`src/rtl/matrix_operand_loader.sv`:
```
// Streams 18 elements into a dividend/divisor 3x3 matrix pair and holds them for matrix_division.
// Optional divisor zero detection is enabled by defining MATRIX_ZERO_CHECK_EN.
module matrix_operand_loader #(
    parameter int unsigned DATA_W = 16
) (
    input  logic                clk,
    input  logic                rst_n,
    input  logic                flush,
    input  logic                in_valid,
    input  logic [DATA_W-1:0]   in_data,
    output logic                in_ready,
    output logic [9*DATA_W-1:0] mat0_flat,
    output logic [9*DATA_W-1:0] mat1_flat,
    output logic                out_valid,
    input  logic                out_ready,
    output logic                div_zero
);

    localparam int unsigned N_ELEM = 9;
    localparam int unsigned N_BEAT = 2 * N_ELEM;
    localparam int unsigned CNT_W  = 5;
    localparam logic [CNT_W-1:0] LAST_BEAT = CNT_W'(N_BEAT - 1);

    typedef enum logic {
        ST_LOAD = 1'b0,
        ST_FULL = 1'b1
    } state_e;

    state_e                         state_q, state_d;
    logic [CNT_W-1:0]               cnt_q, cnt_d;
    logic [N_BEAT-1:0][DATA_W-1:0]  elem_q, elem_d;
    logic                           in_ready_q, in_ready_d;
    logic                           out_valid_q, out_valid_d;

    // Next-state, beat counter and element write path.
    always_comb begin
        state_d     = state_q;
        cnt_d       = cnt_q;
        elem_d      = elem_q;
        case (state_q)
            ST_LOAD: begin
                if (flush) begin
                    cnt_d = '0;
                end else if (in_valid) begin
                    for (int k = 0; k < int'(N_BEAT); k++) begin
                        if (cnt_q == CNT_W'(k)) begin
                            elem_d[k] = in_data;
                        end
                    end
                    if (cnt_q == LAST_BEAT) begin
                        state_d = ST_FULL;
                    end else begin
                        cnt_d = cnt_q + CNT_W'(1);
                    end
                end
            end
            ST_FULL: begin
                if (out_ready) begin
                    state_d = ST_LOAD;
                    cnt_d   = '0;
                end
            end
            default: begin
                state_d = ST_LOAD;
                cnt_d   = '0;
            end
        endcase
        in_ready_d  = (state_d == ST_LOAD);
        out_valid_d = (state_d == ST_FULL);
    end

    always_ff @(posedge clk or negedge rst_n) begin
        if (!rst_n) begin
            state_q     <= ST_LOAD;
            cnt_q       <= '0;
            elem_q      <= '0;
            in_ready_q  <= 1'b1;
            out_valid_q <= 1'b0;
        end else begin
            state_q     <= state_d;
            cnt_q       <= cnt_d;
            elem_q      <= elem_d;
            in_ready_q  <= in_ready_d;
            out_valid_q <= out_valid_d;
        end
    end

    assign in_ready  = in_ready_q;
    assign out_valid = out_valid_q;
    assign mat0_flat = elem_q[N_ELEM-1:0];
    assign mat1_flat = elem_q[N_BEAT-1:N_ELEM];

`ifdef MATRIX_ZERO_CHECK_EN
    logic div_zero_q, div_zero_d;

    // Flag is evaluated on the elements that will be held in FULL, so it rises with out_valid.
    always_comb begin
        div_zero_d = 1'b0;
        if (state_d == ST_FULL) begin
            for (int k = 0; k < int'(N_ELEM); k++) begin
                if (elem_d[N_ELEM + k] == '0) begin
                    div_zero_d = 1'b1;
                end
            end
        end
    end

    always_ff @(posedge clk or negedge rst_n) begin
        if (!rst_n) begin
            div_zero_q <= 1'b0;
        end else begin
            div_zero_q <= div_zero_d;
        end
    end

    assign div_zero = div_zero_q;
`else
    assign div_zero = 1'b0;
`endif

endmodule

```
`config.mk`:
```
export PLATFORM = sky130hd
export DESIGN_NAME = matrix_operand_loader
export DESIGN_NICKNAME = d
export VERILOG_FILES = /design/src/rtl/matrix_operand_loader.sv
export SDC_FILE = /design/constraint.sdc
export NUM_CORES = 1
export LEC_CHECK = 0
export CAP_MARGIN = 20
export CORE_UTILIZATION = 45
export CTS_BUF_LIST = sky130_fd_sc_hd__clkbuf_4 sky130_fd_sc_hd__clkbuf_8
export CTS_CLUSTER_DIAMETER = 100
export DETAILED_ROUTE_END_ITERATION = 6
export PLACE_DENSITY = 0.78
export RECOVER_POWER = 25
export REMOVE_ABC_BUFFERS = 1
export SLEW_MARGIN = 20
export SYNTH_ARGS = -nofsm -noshare
export SYNTH_HDL_FRONTEND = slang
export SYNTH_SLANG_ARGS = --single-unit
```
`constraint.sdc`:
```
create_clock -name clk -period 2.2 [get_ports clk]
set_input_delay 0.44 -clock clk [delete_from_list [all_inputs] [get_ports clk]]
set_output_delay 0.44 -clock clk [all_outputs]
set_load 0.005 [all_outputs]
```
Word level (Yosys, flattened, before mapping)
Index checks and enable logic that the tools add are counted.

Flip-flop bits (word level): 295. Latch bits: 0. RAM bits: 0. ROM bits: 0. Input port bits: 21. Memories: 0.

$add $sub $neg: 1. $mul: 0. Div/mod/pow operators: 0. Order comparisons: 0. Equality and inequality tests: 20. Shifts and indexed selects: 0. Muxes and demuxes: 10. Bitwise logic cells: 3. Reductions and logical operators: 20.

Operator list (count): $reduce_and A4 Y1 (18); $eq A5 B4 Y1 const B (8); $eq A5 B3 Y1 const B (4); $mux W5 (4); $eq A5 B2 Y1 const B (2); $eq A5 B5 Y1 const B (2); $pmux W5 S2 (1); $ne A3 B3 Y1 const B (2); $add A5 B1 Y5 const B (1); $eq A5 B1 Y1 const B (1); $logic_not A5 Y1 (1); $mux W1 (4); $not A1 Y1 (3); $reduce_and A3 Y1 (1); $ne A2 B2 Y1 const B (1); $pmux W1 S2 (1).

Longest topological paths before layout
Gate-level depths: netlist of the first run.

Depth after elaboration: 6. Depth in mapped cells: 8. Gate-level depth less buffers: 6.

Worst setup path after synthesis of the first run
OpenSTA, ideal clock, no wires.

Kind: input-to-reg. Start: in flush. End: reg elem_q, in the netlist mat0_flat[117]. Library setup time: 127 ps. Arrival time: 1847 ps. Required time: 2073 ps. Setup slack: 225 ps. Stages: 5. Path through: buf_2 or4b_4 nor2_8 buf_6 mux2_1.

Word-level cells in the longest chain between the ends: 2.

Ends and longest elaborated chain: start, declared (RTL line 8) `input logic flush,`; $not A1 Y1 (no line); $reduce_and A4 Y1 (no line); end signal, assigned (RTL line 82) `elem_q <= elem_d;`; end, declared (RTL line 31) `logic [N_BEAT-1:0][DATA_W-1:0] elem_q, elem_d;`.

Every way passes these cells. A chain may end at the register's enable or synchronous reset.

Final worst setup path of the first run
Start: reg out_valid_q (netlist: out_valid). End: out out_valid.

RTL lines: start, declared (RTL line 33) `logic out_valid_q, out_valid_d;`; start signal, assigned (RTL line 84) `out_valid_q <= out_valid_d;`; end, declared (RTL line 14) `output logic out_valid,`.

No word-level cell between the ends.

==> results.tsv, run 1 <==
metric	value	unit
status	finished clean	
PwrDens	889	nW/µm²
Area Overhead vs Synth	42.6	%
largest family of logic cells by synthesized area	multiplexers	
I/O pin cnt	312	
Fin. Hold Viols	0	
Hold Path End	mat0_flat[126]$_DFFE_PN0P_	
HP Class	flop to flop	
critical path class	flop to output port	
CTS root buf	clkbuf_8	
EDFF count, synth	0	
row cnt	58	
critical path, cell by cell	clkdlybuf4s50_1	
Worst R2R Path Depth	3	
Hold Crit Depth	1	
Post-DP HPWL	20400	µm
vias in the first global route	7921	
CP Depth	1	
Pleak	7.82	nW
Worst VDD drop	634	µV
sequential fraction of the synthesis area	64.5	%
final worst path period share	96.3	%
routability cong.	0.788	
post-route ant nets	0	
CP top delay family	buffers and inverters	
Worst EP required	1760	ps
Routed WL	31100	µm
Synth area leaders	dfrtp_1 64%, mux2_2 26%, mux2_1 2.1%	
aggregate global-route resource usage	24.3	%
dpl cells	1350	
Post-Route Skew	8.93	ps
CP startpoint kind	flop	
Synth Area in XOR/XNOR	0.0765	%
post-route insts no fill	1432	
r2r setup slk	220	ps
total gr overflow	0	
Fmax	0.472	GHz
P_int	0.0109	W
Initial Util	45.7	%
vias per cell	5.11	
H-tree depth	2	
top cells by count, synth	294 x dfrtp_1, 267 x mux2_2, 21 x mux2_1	
Cell variety after synth	42	
initial antenna violation count	0	
Yosys reg bits	295	
Worst Setup End Kind	output port	
Clk Latency, worst-skew pair	540	ps
CTS Buf Count	47	
Simple-Gate Fraction of Synth Area	3.42	%
setup TNS	0	ps
CTS tree	yes	
post-synthesis adder-cell area fraction	0.546	%
Net Sw Frac	24.8	%
Mapped Cells	698	
fin util	65.2	%
largest stage delay on the critical path	600	ps
Slowest-stage cell, CP	clkdlybuf4s50_1	
area leader, netlist	dfrtp_1	
max_cap viols	0	
Post-Syn Area per Cell	16.4	µm²
FF-to-FF Start	out_valid$_DFF_PN0_	
DR iter-0 viols	318	
Die H	162	µm
Longest Clk Path Bufs	3	
die area	26100	µm²
clock network power share	32.2	%
Slew @ Worst Pin	1400	ps
CTS Sinks	295	
pin count of the biggest net entering global routing	52	
share of cells above drive strength 1	38.7	%
n_diodes	0	
Top FF cell, synth	dfrtp_1	
Compound-Gate Fraction of Synth Area	0.732	%
cell area after synthesis	11400	µm²
drt pass-1 iters	4	
Final min period	2120	ps
Layout Nets	1096	
worst path arrival time	1680	ps
part of the power in registers	45.9	%
ys async rst share	100	%
postcts setup bufs	0	
Yosys top cell area share	64.3	%
WL/cell	21.7	µm
count leader, synth	dfrtp_1	
hold slack	492	ps
reg2reg end	mat0_flat[86]$_DFFE_PN0P_	
Comb pwr share	21.9	%
first-pass GRT wire length	47600	µm
unrepaired setup endpoints after global routing	no	
endpoints failing setup	0	
die width	162	µm
Rel. slew slack	6.51	%
net load switching power	0.00361	W
DRC violations left	0	
largest fanout on the critical path	11	
Clock Pin Slew Worst Setup and Hold Paths	60	ps
mux share of post-synthesis cell area	28.3	%
HP Start	mat0_flat[126]$_DFFE_PN0P_	
Final Slew Violations	0	
Buffers & Inverters on Critical Path	1	
PortBufs	310	
Syn. warnings	0	
Core Area	25000	µm²
via count	7312	
-- how the worst max path moves through the flow --
stage / start / endpoint / slack (ps)
after floorplan: cnt_q[3]$_DFFE_PN0P_ / mat1_flat[32]$_DFFE_PN0P_ / -60
after global placement: flush / mat0_flat[94]$_DFFE_PN0P_ / -80
after detailed placement: flush / mat0_flat[92]$_DFFE_PN0P_ / -110
after CTS: out_valid$_DFF_PN0_ / out_valid / 40
after global routing: rst_n / mat0_flat[55]$_DFFE_PN0P_ / 20
final: out_valid$_DFF_PN0_ / out_valid / 80
-- state kept, by name (all words and copies together), names as in the netlist --
register and cells:
out_valid 1, cnt_q 5, in_ready 1, mat1_flat 144
mat0_flat 144
-- layer usage --
metal / vias to the layer above / global-route usage [%] / wire [µm]
li1: 3218 / - / -
met1: 3774 / 31.1 / 13000
met2: 278 / 39.7 / 14900
met3: 42 / 7.86 / 2670
met4: 0 / 6.30 / 519
met5: - / 0 / 0
-- cells by family after synthesis --
family | Yosys count
flip-flops | 295
XOR/XNOR | 1
adder cells (fa/ha/maj) | 5
multiplexers | 288
buffers and inverters | 53
AND/OR/NAND/NOR | 43
other | 1
AO/OA/AOI/OAI | 12
-- metrics by stage --
stage / power, W / worst slack [ps] / area, µm²
6_report: 0.0145 / 82.1 / 16300
5_1_grt: 0.0152 / 21.2 / 16300
4_1_cts: 0.0147 / 36.2 / 16300
3_5_place_dp: 0.00993 / -113 / 15400
3_3_place_gp: 0.00983 / -78.1 / 15400
2_1_floorplan: 0.00763 / -64.2 / 11200
-- layout make-up --
class | instances | area (µm²)
clock buffer | 78 | 930
clock inverter | 3 | 17.5
fill | 1829 | 8710
inverter | 6 | 22.5
multi-input combinational | 350 | 3790
sequential | 295 | 7380
tap | 330 | 413
timing repair buffer | 370 | 3760
-- cells in the final DEF (no fill, tap or decap), types with 2 or more instances in the layout --
cell type / n
nor2b_1: 2
inv_1: 6
nand2_1: 8
o211ai_1: 2
and3b_1: 4
mux2_1: 21
clkbuf_8: 55
nor2_4: 2
clkbuf_4: 27
nand3b_1: 3
dfrtp_1: 293
buf_4: 37
buf_12: 17
mux2_2: 267
a31oi_1: 2
nand4_2: 5
o21ai_0: 3
clkinv_2: 2
ha_1: 5
and2_1: 3
and3_1: 2
nor2_8: 2
clkdlybuf4s50_1: 309
-- power groups by stage --
stage               Combinational (W)  Clock (W)  Sequential, W
detailed placement            0.00318          0        0.00675
global placement              0.00313          0        0.00670
finish                        0.00317    0.00467        0.00666
CTS                           0.00321    0.00479        0.00667
global route                  0.00339    0.00504        0.00676
floorplan                    0.000874          0        0.00676
-- what timing repair did --
item	4_1_cts	5_1_grt
hold buffers	1	0
hold endpoints to repair	42	0
gates resized for setup	1	0
endpoints found under the setup margin	1	0
(Power assumes the default switching activity.)
==> inputs of run 2 (changes only) <==
--- a/config.mk
+++ b/config.mk
@@ -6,6 +6,7 @@
 export NUM_CORES = 1
 export LEC_CHECK = 0
 export CAP_MARGIN = 20
+export CORE_MARGIN = 2
 export CORE_UTILIZATION = 45
 export CTS_BUF_LIST = sky130_fd_sc_hd__clkbuf_4 sky130_fd_sc_hd__clkbuf_8
 export CTS_CLUSTER_DIAMETER = 100
==> run 2 against run 1 <==
Net effect:
- critical path depth stayed put
- first-iteration DRC count down 2.2%
- clock skew rose by 13 ps
- wire length up 0.15%
- global-route usage is 0.85 points lower
- fmax rose by 0.85%
- total power up 1.9%
- critical path type unchanged
- critical endpoint unchanged
==> results.tsv, run 2 (same netlist as run 1, synthesis figures left out) <==
metric	value	unit	change
status	finished clean		
max_cap viols	0		unchanged
Layout Nets	1091		-0.46%
GR Util met1	30.9	%	-0.25 points
Worst VDD drop	784	µV	+23%
CP top delay family	buffers and inverters		
Worst EP required	1760	ps	about the same
r2r setup slk	240	ps	+20 ps
unrepaired setup endpoints after global routing	no		
WL/cell	21.8	µm	+0.29%
final worst path period share	95.5	%	-0.81 points
Routed WL	31200	µm	+0.15%
Fin. Hold Viols	0		unchanged
row cnt	58		unchanged
PwrDens	905	nW/µm²	+1.8%
M2 GR Usage	37.6	%	-2.1 points
vias in the first global route	7821		-1.3%
Final WS setup	99.9	ps	+17.8 ps
Clk Latency, worst-skew pair	550	ps	about the same
Post-DP Area	15300	µm²	-0.21%
Slew @ Worst Pin	1420	ps	+20.5 ps
post-place setup slack	-114	ps	-0.854 ps
DRC violations left	0		unchanged
CTS root buf	clkbuf_8		
die area	26700	µm²	+2.5%
via count	7264		-0.66%
largest fanout on the critical path	11		unchanged
Longest Clk Path Bufs	3		unchanged
Post-Route Skew	22.1	ps	+13.2 ps
CP startpoint kind	flop		
Pleak	7.83	nW	+0.12%
total gr overflow	0		unchanged
worst path arrival time	1660	ps	-20 ps
routability cong.	0.752		-4.7%
CTS Sinks	295		unchanged
PortBufs	310		unchanged
Final Cell Area	16300	µm²	+0.13%
Post-DP HPWL	20000	µm	-1.9%
Worst Setup End Kind	output port		
most frequent cells in the layout	309 x clkdlybuf4s50_1, 293 x dfrtp_1, 267 x mux2_2		
pin count of the biggest net entering global routing	61		+17%
drt pass-1 iters	4		unchanged
initial antenna violation count	1		+1
DR iter-0 viols	311		-2.2%
post-route insts no fill	1430		-0.14%
Initial Util	45.6	%	-0.13 points
Clock Pin Slew Worst Setup and Hold Paths	60	ps	about the same
Final Slew Violations	0		unchanged
postcts setup bufs	0		unchanged
Rel. slew slack	5.14	%	-1.4 points
aggregate global-route resource usage	23.4	%	-0.85 points
dpl cells	1344		-0.44%
CTS Buf Count	48		+2.1%
Die H	164	µm	+1.2%
vias per cell	5.08		-0.52%
largest stage delay on the critical path	600	ps	about the same
endpoints failing setup	0		unchanged
post-route ant nets	0		unchanged
I/O pin cnt	312		unchanged
Buffers & Inverters on Critical Path	1		unchanged
most common cell after layout, fill and taps aside	clkdlybuf4s50_1		
critical path class	flop to output port		
first-pass GRT wire length	47200	µm	-0.93%
busiest grt layer	met2		
HP Class	flop to flop		
Area Overhead vs Synth	42.7	%	
met3 Usage GRT	8.23	%	+0.37 points
Slowest-stage cell, CP	clkdlybuf4s50_1		
critical path, cell by cell	clkdlybuf4s50_1		
CTS tree	yes		
share of cells above drive strength 1	38.4	%	-0.22 points
Fmax	0.476	GHz	+0.85%
H-tree depth	2		unchanged
Final min period	2100	ps	-17.8 ps
Core Area	25100	µm²	+0.29%
die width	164	µm	+1.2%
==> run 2: cell types whose count changed in the layout (fill, tap and decap cells not counted), sizes merged <==
| cell | change |
|---|---|
| buf | -6 |
| clkinv | +2 |
| clkinvlp | -1 |
| bufinv | +1 |
| diode | +2 |
==> run 2: routing by layer <==
layer	wire length, µm	part of all wire, %
met5	0	0
met4	378	1.2
met3	2700	8.7
met2	14700	47
met1	13400	43
==> run 2: cell type report <==
class	count	area (µm²)
Inverter	6	22.5
Multi-Input combinational cell	350	3790
Clock inverter	5	50.0
Fill cell	1835	8770
Timing Repair Buffer	364	3690
Clock buffer	78	980
Antenna cell	2	5.00
Sequential cell	295	7380
Tap cell	330	413
==> run 2: metrics by stage <==
stage	hold slack (ps)	power (W)	util (%)	TNS [ps]
finish	484	0.0148	65.1	0
global route	500	0.0155	65.1	0
CTS	404	0.0150	65.3	0
detailed placement	405	0.00990	61.1	-6070
global placement	401	0.00983	61.1	-3290
floorplan	144	0.00763	-	-1030
==> run 2: what timing repair did <==
action,4_1_cts,5_1_grt
hold buffers,1,0
setup endpoints to repair,1,0
resized for setup,1,0
endpoints found under the hold margin,42,0
==> run 2: final timing paths <==
| check | cells after the start | from | end |
|---|---|---|---|
| min reg2reg | 1 | mat0_flat[120]$_DFFE_PN0P_ | mat0_flat[120]$_DFFE_PN0P_ |
| min in group asynchronous | 2 | rst_n | mat1_flat[0]$_DFFE_PN0P_ |
| min | 1 | mat0_flat[120]$_DFFE_PN0P_ | mat0_flat[120]$_DFFE_PN0P_ |
| max reg2reg | 3 | out_valid$_DFF_PN0_ | mat0_flat[81]$_DFFE_PN0P_ |
| max in group asynchronous | 3 | rst_n | in_ready$_DFF_PN1_ |
| max | 1 | out_valid$_DFF_PN0_ | out_valid |
==> run 2: where the power goes <==
part           internal, W  total [W]  switching [W]
Clock              0.00291    0.00499        0.00208
Combinational      0.00203    0.00313        0.00111
Sequential         0.00622    0.00666       0.000444
